**src/rtl/uart_rx.sv**
```systemverilog
// UART receiver: 2-flop synchronised RX line -> parallel byte with parity/framing flags.
// Latency: rx_valid_o rises 1 cycle after the last stop-bit sample (+1 sample offset with majority voting).
// Backpressure: one-entry output hold; a frame completing while rx_valid_o is still held is dropped with a rx_overrun_o pulse.
//
// Ports:
//   clk_i, rst_i          clock, synchronous active-high reset
//   rx_i                  asynchronous serial line, idle high
//   cfg_en_i              receiver enable (low aborts any frame in progress)
//   cfg_div_i             clocks per bit (values below 4 behave as 4)
//   cfg_parity_en_i       even parity bit follows the data bits
//   cfg_bits_i            data bits: 00=5, 01=6, 10=7, 11=8
//   cfg_stop_bits_i       0 = one stop bit, 1 = two
//   busy_o                frame in progress
//   rx_data_o/rx_valid_o/rx_ready_i   received byte and its handshake
//   rx_parity_err_o, rx_frame_err_o   error flags of the held frame
//   rx_overrun_o          one-cycle pulse when a completed frame is discarded
//
// Optional feature: define UART_RX_MAJORITY_EN to take every sample as a
// 2-of-3 vote over three consecutive cycles, committed one cycle late.

module uart_rx (
    input  logic        clk_i,
    input  logic        rst_i,
    input  logic        rx_i,
    input  logic        cfg_en_i,
    input  logic [15:0] cfg_div_i,
    input  logic        cfg_parity_en_i,
    input  logic [1:0]  cfg_bits_i,
    input  logic        cfg_stop_bits_i,
    output logic        busy_o,
    output logic [7:0]  rx_data_o,
    output logic        rx_valid_o,
    input  logic        rx_ready_i,
    output logic        rx_parity_err_o,
    output logic        rx_frame_err_o,
    output logic        rx_overrun_o
);

    typedef enum logic [2:0] {
        IDLE   = 3'd0,
        START  = 3'd1,
        DATA   = 3'd2,
        PARITY = 3'd3,
        STOP1  = 3'd4,
        STOP2  = 3'd5
    } state_t;

    state_t      state;
    logic        rx_meta;
    logic        rx_s;
    logic [15:0] cnt;
    logic [15:0] div_l;
    logic        par_l;
    logic [1:0]  bits_l;
    logic        stop2_l;
    logic [2:0]  bit_idx;
    logic [7:0]  shreg;
    logic        perr_q;
    logic        ferr_q;

    logic        tick;
    logic        sample;
    logic [15:0] start_tgt;
    logic [15:0] bit_tgt;
    logic [2:0]  last_idx;
    logic        ferr_n;
    logic        fin;

    // Counter is cleared on the cycle a sample is taken, so each bit interval
    // is exactly div_l cycles; the start bit is checked at its midpoint.
`ifdef UART_RX_MAJORITY_EN
    logic [1:0] hist;   // hist[0] = rx_s one cycle ago, hist[1] = two cycles ago

    // Vote is committed one cycle after the nominal point so the cycle after
    // it is part of the window; later bits keep the same one-cycle offset.
    assign start_tgt = {1'b0, div_l[15:1]};
    assign sample    = (rx_s & hist[0]) | (rx_s & hist[1]) | (hist[0] & hist[1]);
`else
    assign start_tgt = {1'b0, div_l[15:1]} - 16'd1;
    assign sample    = rx_s;
`endif
    assign bit_tgt  = div_l - 16'd1;
    assign tick     = (state == START) ? (cnt == start_tgt) : (cnt == bit_tgt);
    assign last_idx = 3'd4 + {1'b0, bits_l};
    assign ferr_n   = ferr_q | ~sample;
    assign fin      = tick && (((state == STOP1) && !stop2_l) || (state == STOP2));
    assign busy_o   = (state != IDLE);

    always_ff @(posedge clk_i) begin
        if (rst_i) begin
            state           <= IDLE;
            rx_meta         <= 1'b1;
            rx_s            <= 1'b1;
            cnt             <= 16'd0;
            div_l           <= 16'd0;
            par_l           <= 1'b0;
            bits_l          <= 2'd0;
            stop2_l         <= 1'b0;
            bit_idx         <= 3'd0;
            shreg           <= 8'd0;
            perr_q          <= 1'b0;
            ferr_q          <= 1'b0;
            rx_data_o       <= 8'd0;
            rx_valid_o      <= 1'b0;
            rx_parity_err_o <= 1'b0;
            rx_frame_err_o  <= 1'b0;
            rx_overrun_o    <= 1'b0;
`ifdef UART_RX_MAJORITY_EN
            hist            <= 2'b11;
`endif
        end else begin
            rx_meta      <= rx_i;
            rx_s         <= rx_meta;
            rx_overrun_o <= 1'b0;
`ifdef UART_RX_MAJORITY_EN
            hist         <= {hist[0], rx_s};
`endif
            if (rx_valid_o && rx_ready_i) begin
                rx_valid_o <= 1'b0;
            end

            if ((state != IDLE) && !cfg_en_i) begin
                state <= IDLE;
            end else begin
                case (state)
                    IDLE: begin
                        if (cfg_en_i && !rx_s) begin
                            div_l   <= (cfg_div_i < 16'd4) ? 16'd4 : cfg_div_i;
                            par_l   <= cfg_parity_en_i;
                            bits_l  <= cfg_bits_i;
                            stop2_l <= cfg_stop_bits_i;
                            cnt     <= 16'd0;
                            bit_idx <= 3'd0;
                            shreg   <= 8'd0;
                            perr_q  <= 1'b0;
                            ferr_q  <= 1'b0;
                            state   <= START;
                        end
                    end
                    START: begin
                        if (tick) begin
                            cnt   <= 16'd0;
                            state <= sample ? IDLE : DATA;   // high here = false start
                        end else begin
                            cnt <= cnt + 16'd1;
                        end
                    end
                    DATA: begin
                        if (tick) begin
                            cnt            <= 16'd0;
                            shreg[bit_idx] <= sample;
                            if (bit_idx == last_idx) begin
                                state <= par_l ? PARITY : STOP1;
                            end else begin
                                bit_idx <= bit_idx + 3'd1;
                            end
                        end else begin
                            cnt <= cnt + 16'd1;
                        end
                    end
                    PARITY: begin
                        if (tick) begin
                            cnt    <= 16'd0;
                            // unused upper shreg bits are zero, so the full XOR is safe
                            perr_q <= (^shreg) ^ sample;
                            state  <= STOP1;
                        end else begin
                            cnt <= cnt + 16'd1;
                        end
                    end
                    STOP1: begin
                        if (tick) begin
                            cnt    <= 16'd0;
                            ferr_q <= ferr_n;
                            state  <= stop2_l ? STOP2 : IDLE;
                        end else begin
                            cnt <= cnt + 16'd1;
                        end
                    end
                    STOP2: begin
                        if (tick) begin
                            cnt   <= 16'd0;
                            state <= IDLE;
                        end else begin
                            cnt <= cnt + 16'd1;
                        end
                    end
                    default: state <= IDLE;
                endcase

                // Completion: a same-cycle handshake frees the holding slot.
                if (fin) begin
                    if (!rx_valid_o || rx_ready_i) begin
                        rx_data_o       <= shreg;
                        rx_parity_err_o <= perr_q;
                        rx_frame_err_o  <= ferr_n;
                        rx_valid_o      <= 1'b1;
                    end else begin
                        rx_overrun_o <= 1'b1;
                    end
                end
            end
        end
    end

endmodule
```
**config.mk**
```make
export PLATFORM = sky130hd
export DESIGN_NAME = uart_rx
export DESIGN_NICKNAME = d
export VERILOG_FILES = /design/src/rtl/uart_rx.sv
export SDC_FILE = /design/constraint.sdc
export NUM_CORES = 1
export LEC_CHECK = 0
export CAP_MARGIN = 5
export CORE_AREA = 2 2 97 99
export DETAILED_ROUTE_END_ITERATION = 7
export DIE_AREA = 0 0 99 101
export PLACE_DENSITY_LB_ADDON = 0.08
export SLEW_MARGIN = 5
export SYNTH_ARGS = -nofsm -noshare
export SYNTH_HDL_FRONTEND = slang
export SYNTH_SLANG_ARGS = --single-unit
```
**constraint.sdc**
```tcl
create_clock -name clk_i -period 9.9 [get_ports clk_i]
set_clock_uncertainty 0.2 [all_clocks]
set_input_delay 2.97 -clock clk_i [delete_from_list [all_inputs] [get_ports clk_i]]
set_output_delay 2.97 -clock clk_i [all_outputs]
set_load 0.02 [all_outputs]
```
==> impl_metrics.py <==
metrics = {
    "cts": {
        "clk_pin_slew_worst_paths_ns": 0.08,
        "htree_levels": 3,
        "clock_latency_ns": 0.35,
        "clock_sinks": 66,
        "postCtsSetupRepairBufs": 0,
        "hold_buffers": 0,
        "clockBufferDepth": 2,
        "cts_made_buffers": 9,
        "cts_tree": "built",
        "clockRootBuffer": "clkbuf_8",
        "cts_resized": 0,
    },
    "synthesis": {
        "ys_ff_latch": 66,
        "synth_edf_count": 0,
        "avgSynthCellArea_um2": 7.68,
        "synth_flop_cell": "dfxtp_1",
        "syn_nets": 594,
        "synth_async_sr_flop_share": 0,
        "ys_seq_area_frac": 0.304,
        "syn_area_um2": 4350,
        "synth.distinct_cells": 74,
        "synth_cells": 566,
        "ys_warn_count": 0,
    },
    "detailed_routing": {
        "wl_per_cell_um": 15.6,
        "routed_wl_mm": 10.7,
        "ant_nets": 0,
        "drtPass1Iterations": 4,
        "num_vias": 4053,
        "drc_errors": 0,
        "viasPerCell": 5.92,
        "drtIter0Drc": 239,
    },
    "timing": {
        "hold_ws_ns": 0.236,
        "worstMarginPinSlew_ns": 1.02,
        "drv_slew": 0,
        "rsz0062_at_grt": "false",
        "post-route-min-period_ns": 5.36,
        "finalCritPeriodShare": 0.541,
        "max_slew_margin": 0.321,
        "max_freq_mhz": 187,
        "final-setup-viol-count": 0,
        "hold_viol": 0,
        "fin_tns_setup_ns": 0,
    },
    "critical_path": {
        "path_class": "reg -> out",
        "max_stage_delay_ns": 0.79,
        "end_kind": "output pin",
        "cp_max_fo": 20,
        "worst_r2r_path_depth": 13,
        "cp.arrival_ns": 2.19,
        "worst-path-buf-inv": 3,
        "crit_chain": "nor3_1, buf_4, inv_1, clkdlybuf4s50_1",
        "critPathLaunchType": "flip-flop",
        "rrSetupSlack_ns": 5.38,
        "r2r-start": "state[0]",
        "cp_data_required_time_ns": 6.73,
        "cp_top_family": "buffers and inverters",
        "cp_slowest_cell": "dfxtp_1",
        "reg2reg_to": "state[1]",
    },
    "finish": {
        "areaGrowthSynthToFinish_pct": 11.6,
        "num-fill-cells": 887,
        "drive_gt1_frac": 0.0662,
        "utilization": 0.541,
        "fin_nets": 597,
        "antenna_cells": 0,
    },
    "min_path": {
        "holdPathEnd": "rx_s",
        "whs_path_depth": 1,
        "holdCritStartpoint": "rx_meta",
        "min_path_type": "reg -> reg",
    },
    "global_route": {
        "grt_use_met2": 0.380,
        "grt_pass1_wl_mm": 18.4,
        "met1_usage": 0.285,
        "grt_max_degree": 56,
        "antenna_found_initial": 0,
        "grt_busiest_layer": "met2",
        "use_met3": 0.0340,
        "gr-total-overflow": 0,
        "grt_pass1_vias": 3922,
        "grt_usage": 0.225,
    },
    "die": {
        "num_io_pins": 38,
        "rows": 35,
        "start_util": 0.484,
        "dieArea_um2": 10000,
        "die-width_um": 99,
        "core-area_um2": 8980,
        "die_y_um": 101,
    },
    "power_and_ir_drop": {
        "power.switching_mw": 0.158,
        "ir_worst_vdd_v": 0.0000754,
        "intPower_mw": 0.392,
        "p_per_area_nw_per_um2": 113,
        "seqPwrFrac": 0.497,
        "combPwrFrac": 0.124,
        "power_frac_clock": 0.378,
        "leakagePower_nw": 1.74,
        "switching_share": 0.288,
    },
    "placement": {
        "port_buffers": 37,
        "dp_hpwl_mm": 7.56,
        "place.gp.congestion": 0.910,
    },
    "job": {
        "cap_violations": 0,
    },
    "run_status": {
        "status": "completed",
    },
}
power by group through the flow:
stage | Combinational [mW] | Sequential (mW) | Clock, mW
2_1_floorplan | 0.0514 | 0.275 | 0
3_3_place_gp | 0.0670 | 0.280 | 0
3_5_place_dp | 0.0679 | 0.280 | 0
4_1_cts | 0.0682 | 0.273 | 0.216
5_1_grt | 0.0753 | 0.274 | 0.224
6_report | 0.0685 | 0.274 | 0.208
worst reg2reg max path, stage by stage, from the launching register on:
cell and delay, ns:
dfxtp_1 0.61, nor3b_2 0.24, buf_4 0.30, mux2i_1 0.32
ha_1 0.26, nand2b_1 0.17, a2111o_1 0.42, o31ai_1 0.21
mux2_4 0.23, and3_1 0.15, and4_1 0.31, nand2_2 0.33
o311a_1 0.52, mux2i_1 0.14
cells by family after synthesis:
kind of cell | count (synthesis) | synth area share
flops | 66 | 0.304
buf+inv | 63 | 0.0613
fa+ha+maj | 3 | 0.00863
xor+xnor | 27 | 0.0544
simple gates | 258 | 0.305
mux | 30 | 0.0702
compound gates | 119 | 0.197
stage by stage:
step	power (mW)	worst slack [ns]	cell area, µm²	instances
4_1_cts	0.558	4.35	4850	685
3_5_place_dp	0.348	3.98	4670	669
2_1_floorplan	0.327	5.22	4350	566
6_report	0.550	4.54	4850	685
5_1_grt	0.574	4.42	4850	685
3_3_place_gp	0.347	4.04	4670	669
cells in the mapped netlist (3+ instances only):
cell type / count / area (µm²)
buf_1: 3 / 11.3
nand4_1: 10 / 62.6
clkbuf_1: 33 / 124
o31ai_1: 3 / 22.5
nor2_1: 47 / 176
ha_1: 3 / 37.5
dfxtp_1: 66 / 1320
nand3b_1: 4 / 30.0
xor2_1: 7 / 61.3
nor4_1: 12 / 75.1
mux2i_1: 29 / 290
a211oi_1: 5 / 37.5
a31oi_1: 8 / 50.1
nand4b_1: 5 / 43.8
nor2b_1: 10 / 62.6
nand3_1: 21 / 105
nand2b_1: 8 / 50.1
nor3b_1: 5 / 37.5
buf_2: 9 / 45.0
or2_2: 4 / 25.0
o311a_1: 3 / 30.0
nand2_1: 87 / 327
o211ai_1: 14 / 105
o21ai_0: 7 / 35.0
xnor2_1: 20 / 175
a21oi_1: 36 / 180
nor4bb_1: 3 / 30.0
and3_1: 7 / 43.8
o21a_1: 6 / 45.0
o221ai_1: 3 / 26.3
a21o_1: 3 / 22.5
inv_1: 15 / 56.3
or3_1: 6 / 37.5
a22oi_1: 3 / 22.5
nor3_1: 14 / 70.1
worst max path at each step:
stage | from | endpoint | slack [ns] | cells past startpoint
5_1_grt | state[1] | busy_o | 4.42 | 4
2_1_floorplan | state[2] | busy_o | 5.22 | 3
4_1_cts | cfg_en_i | bit_idx[2] | 4.35 | 5
6_report | state[1] | busy_o | 4.54 | 4
3_5_place_dp | cfg_en_i | bit_idx[2] | 3.98 | 5
3_3_place_gp | cfg_en_i | bit_idx[2] | 4.04 | 5
sequential cells by signal, indices dropped and copies added (netlist names), 2 cells and up:
register	cells
cnt	16
shreg	8
bits_l	2
div_l	16
rx_data_o	8
bit_idx	3
state	3
cells in the final DEF (no fill, tap or decap), drive strengths merged, types with 8 or more instances in the layout:
master	synthesis	final
nor2	47	47
nand2b	8	8
xnor2	20	20
nor3	15	15
o21ai	8	8
clkbuf	33	9
o211ai	14	14
a21oi	36	36
nand2	88	88
clkdlybuf4s50	0	36
mux2i	29	29
inv	15	16
nand3	21	21
nor4	12	12
nand4	10	10
nor2b	10	10
a31oi	8	8
dfxtp	66	66
area by class of cell:
type | instances | area [µm²] | area share
clock buffer | 9 | 124 | 0.0255
clock inverter | 7 | 53.8 | 0.0111
inverter | 15 | 56.3 | 0.0116
multi-input combinational | 437 | 2770 | 0.571
sequential | 66 | 1320 | 0.272
tap | 111 | 139 | 0.0286
timing repair buffer | 40 | 388 | 0.0799
layer usage:
metal  routed length [µm]  vias up
met2                 5260       66
li1                     -     2042
met5                    0        -
met3                  334       10
met4                  121        0
met1                 4970     1935
Note: power is estimated with default switching activity, not from simulation.
